[src/rtl/debounce_multi.sv]
`default_nettype none
// ============================================================================
//  Module      : debounce_multi
//  Description : Multi-channel counter-based debouncer. Each channel passes
//                its raw input through a 2-FF synchroniser and then filters
//                it in both directions: d_out only takes a new level after
//                the synchronised input has differed from d_out for
//                STABLE_COUNT consecutive qualified samples. Shorter glitches
//                are rejected and their partial count is discarded.
//
//  Ports       : sample_clk  in   1     single clock, rising edge
//                rst         in   1     synchronous, active-high reset
//                sample_en   in   1     sample qualifier, state advances when high
//                d_in        in   N_CH  raw asynchronous inputs
//                d_out       out  N_CH  debounced levels
//                rise        out  N_CH  1-cycle pulse when d_out goes 0->1
//                fall        out  N_CH  1-cycle pulse when d_out goes 1->0
//
//  Parameters  : N_CH          number of independent channels (>=1)
//                STABLE_COUNT  consecutive differing samples to change d_out (>=1)
//                INIT_LEVEL    reset level of synchroniser and d_out (0/1)
//
//  Build option: DEBOUNCE_EDGE_EN - when defined, rise/fall pulses are built.
//                When undefined, rise/fall are tied to 0 and d_out behaviour
//                is unchanged.
//
//  Revision    : 1.0  initial release
// ============================================================================
module debounce_multi #(
  parameter int N_CH         = 4,
  parameter int STABLE_COUNT = 4,
  parameter bit INIT_LEVEL   = 1'b0
) (
  input  logic            sample_clk,
  input  logic            rst,
  input  logic            sample_en,
  input  logic [N_CH-1:0] d_in,
  output logic [N_CH-1:0] d_out,
  output logic [N_CH-1:0] rise,
  output logic [N_CH-1:0] fall
);

  localparam int CNT_W = $clog2(STABLE_COUNT + 1);
  // Terminal count: reaching it while still differing commits the new level.
  localparam logic [CNT_W-1:0] CNT_LAST = CNT_W'(STABLE_COUNT - 1);

  for (genvar i = 0; i < N_CH; i++) begin : g_ch
    logic             sync0;
    logic             sync1;
    logic             out_q;
    logic [CNT_W-1:0] cnt;
    logic             differs;
    logic             at_last;

    // Comparison uses the registered synchroniser output, never sync0,
    // so metastability on sync0 cannot reach the counter.
    assign differs = (sync1 != out_q);
    assign at_last = (cnt == CNT_LAST);

    always_ff @(posedge sample_clk) begin
      if (rst) begin
        sync0 <= INIT_LEVEL;
        sync1 <= INIT_LEVEL;
        out_q <= INIT_LEVEL;
        cnt   <= '0;
      end else if (sample_en) begin
        sync0 <= d_in[i];
        sync1 <= sync0;
        if (!differs) begin
          // Any matching sample breaks the run.
          cnt <= '0;
        end else if (at_last) begin
          out_q <= sync1;
          cnt   <= '0;
        end else begin
          cnt <= cnt + CNT_W'(1);
        end
      end
    end

    assign d_out[i] = out_q;

`ifdef DEBOUNCE_EDGE_EN
    logic commit;
    logic rise_q;
    logic fall_q;

    // Same condition that updates out_q, so the pulse lines up with the
    // cycle in which d_out changes. Unqualified cycles clear the pulse.
    assign commit = sample_en & differs & at_last;

    always_ff @(posedge sample_clk) begin
      if (rst) begin
        rise_q <= 1'b0;
        fall_q <= 1'b0;
      end else begin
        rise_q <= commit &  sync1;
        fall_q <= commit & ~sync1;
      end
    end

    assign rise[i] = rise_q;
    assign fall[i] = fall_q;
`endif
  end

`ifndef DEBOUNCE_EDGE_EN
  assign rise = '0;
  assign fall = '0;
`endif

endmodule
`default_nettype wire

[config.mk]
export PLATFORM = sky130hd
export DESIGN_NAME = debounce_multi
export DESIGN_NICKNAME = d
export VERILOG_FILES = /design/src/rtl/debounce_multi.sv
export SDC_FILE = /design/constraint.sdc
export NUM_CORES = 1
export LEC_CHECK = 0
export ABC_CLOCK_PERIOD_IN_PS = 1100
export BUFFER_PORTS_ARGS = -buffer_cell sky130_fd_sc_hd__clkbuf_2
export CAP_MARGIN = 20
export CORE_MARGIN = 5
export CORE_UTILIZATION = 48
export DETAILED_ROUTE_END_ITERATION = 16
export HOLD_SLACK_MARGIN = 0.06
export PLACE_DENSITY = 0.73
export SLEW_MARGIN = 25
export SYNTH_ARGS = -nofsm -noshare
export SYNTH_HDL_FRONTEND = slang
export SYNTH_SLANG_ARGS = --single-unit
[constraint.sdc]
create_clock -name sample_clk -period 1.1 [get_ports sample_clk]
set_clock_uncertainty 0.05 [all_clocks]
set_input_delay 0.055 -clock sample_clk [delete_from_list [all_inputs] [get_ports sample_clk]]
set_output_delay 0.055 -clock sample_clk [all_outputs]
set_load 0.01 [all_outputs]
==> flow_metrics.tcl <==
set metrics [dict create \
    antenna_found_initial 0 \
    drc 0 \
    setup_viol 2 \
    cap_violations 0 \
    power_density_nw_per_um2 1092 \
    drtPass1Iterations 2 \
    rows 17 \
    syn_to_final_growth_pct 25.26 \
    fin_nets 140 \
    critPathBufInv 0 \
    arrival_ns 1.29 \
    cts_root_buf "clkbuf_4" \
    fmax_ghz 0.8934 \
    cts-buffers-inserted 3 \
    vdd_drop_max_uv 924.9 \
    start_util 0.4974 \
    path_class "reg2reg" \
    ant_nets 0 \
    layout_commonest_cell "dfxtp_1" \
    cts_tree "built" \
    cts_buffer_depth 2 \
    clock-sinks 24 \
    wl_mm 1.863 \
    setup_ws_ns -0.01926 \
    place.gp.congestion 0.6745 \
    leakagePower_nw 0.6025 \
    finalPower_mw 1.490 \
    io_buffers 10 \
    insertion_delay_ns 0.31 \
    violations "negative setup slack" \
    antenna_cells 0 \
    htreeDepth 1 \
    ys_seq_area_frac 0.4409 \
    critical_path.cell_chain "ha_4 -> nor2b_4 -> nor3_2 -> mux2_2" \
    regArea_um2 489.2 \
    drive_above_1_share 0.3672 \
    synth_area_um2 1090 \
    die_y_um 57.65 \
    finalHoldViolCount 0 \
    period_share 1.018 \
    core_um2 2191 \
    clk_pin_slew_ns 0.13 \
    vias 749 \
    synth.ff_latch_count 24 \
    critical_path.top_delay_family "flip-flops" \
    worstPathMaxFanout 3 \
    multi_input_area_um2 619.3 \
    hpwl_mm 1.264 \
    cp-end-kind "flip-flop" \
    yosys_warnings 0 \
    hold_class "in2reg" \
    rsz0062_at_grt "true" \
    layout.cells.most_common_list "17 x dfxtp_1, 13 x nor2_1, 12 x mux2i_1, 10 x clkbuf_2, 10 x buf_4" \
    min_period_ns 1.119 \
    syn_area_per_cell_um2 10.19 \
    critPathLaunchType "flip-flop" \
    die_area_um2 3324 \
    status "finished with violations" \
    grt_pass1_vias 735 \
    grt_pass1_wl_mm 3.049 \
    grt_max_degree 14 \
    critPathMaxStageDelay_ns 0.37 \
    grt_use_total 0.1211 \
    syn_inst 107 \
    wl_per_cell_um 11.94 \
    drt_iter0_markers 7 \
    required_ns 1.27 \
    grt_remaining_overflow 0 \
    post-route-util 0.6231 \
    slowest_stage "dfxtp_2" \
    io_pins 19 \
    die-width_um 57.65 \
    routed_via_density 4.801 \
    fill_cells 177 \
    slew_violations 0 \
    ys_types 21 \
]
[final timing paths]
path	startpoint	endpoint	slack (ns)	cells past startpoint
max	g_ch[2].cnt[0]	g_ch[2].cnt[0]	-0.02	4
min	sample_en	g_ch[0].sync0	0.07	3
max reg2reg	g_ch[2].cnt[0]	g_ch[2].cnt[0]	-0.02	4
min reg2reg	g_ch[3].cnt[2]	g_ch[3].cnt[2]	0.42	2
[sequential cells by signal (all words and copies together) (netlist names)]
register and cells:
g_ch.sync1 4, g_ch.out_q 4, g_ch.sync0 4, g_ch.cnt 12
[per-stage QoR]
stage          area (µm²)  hold WS, ns  setup TNS, ns  setup WS (ns)  std cells
6_report             1365      0.07452       -0.03477       -0.01926        156
5_1_grt              1365       0.1045        -0.1224       -0.04656        156
4_1_cts              1328      0.08296              0      0.0002600        155
3_5_place_dp         1139       0.2518        -0.2324       -0.06083        143
3_3_place_gp         1139       0.2426       -0.01572      -0.008268        143
2_1_floorplan        1116       0.1522              0       0.005061        114
[Yosys cell counts, drive strengths merged]
master | number | area [µm²]
nor2 | 13 | 48.80
conb | 1 | 3.750
nand3b | 4 | 30.03
nand4b | 1 | 8.760
xor2 | 1 | 8.760
o21ai | 3 | 15.01
dfxtp | 24 | 480.5
mux2i | 12 | 120.1
a22o | 3 | 26.28
mux2 | 3 | 33.78
and3b | 3 | 26.28
ha | 4 | 50.05
xnor2 | 3 | 26.28
nor3 | 3 | 20.02
nand2b | 6 | 37.54
nand3 | 1 | 5.000
a21oi | 3 | 15.01
buf | 16 | 115.1
nor2b | 3 | 18.77
[metal layers]
layer	track usage	share of wire
met5	0	0
met4	0.05960	0.010
met3	0.04009	0.048
met2	0.2065	0.51
met1	0.1342	0.43
[logic make-up after synthesis]
logic type / synth area share
xor+xnor: 0.03215
mux: 0.1412
buf+inv: 0.1056
other cells: 0.003441
compound gates: 0.05166
flops: 0.4409
fa+ha+maj: 0.04593
simple gates: 0.1791
[area by class of cell]
type                       count  share of cell area
multi-input combinational     74              0.4537
sequential                    24              0.3584
timing repair buffer          26              0.1357
clock buffer                   4             0.02658
tap                           28             0.02566
[tightest hold or removal path, delay by kind of cell]
kind | cells | cell delay, ns
mux | 1 | 0.10
simple gates | 1 | 0.07
buf+inv | 1 | 0.18
[power by group]
| group | leakage (nW) | total (mW) | switching, mW | internal (mW) |
|---|---|---|---|---|
| registers | 0.198 | 0.897 | 0.0117 | 0.886 |
| clock network | 0.0210 | 0.464 | 0.262 | 0.202 |
| logic | 0.384 | 0.129 | 0.0647 | 0.0644 |
[what timing repair did]
action | in CTS | in global routing
endpoints found under the hold margin | 8 | 0
gates resized for setup | 20 | 6
setup endpoints to repair | 6 | 7
buffers inserted | 2 | 1
hold buffers | 6 | 0
(Power assumes the default switching activity.)
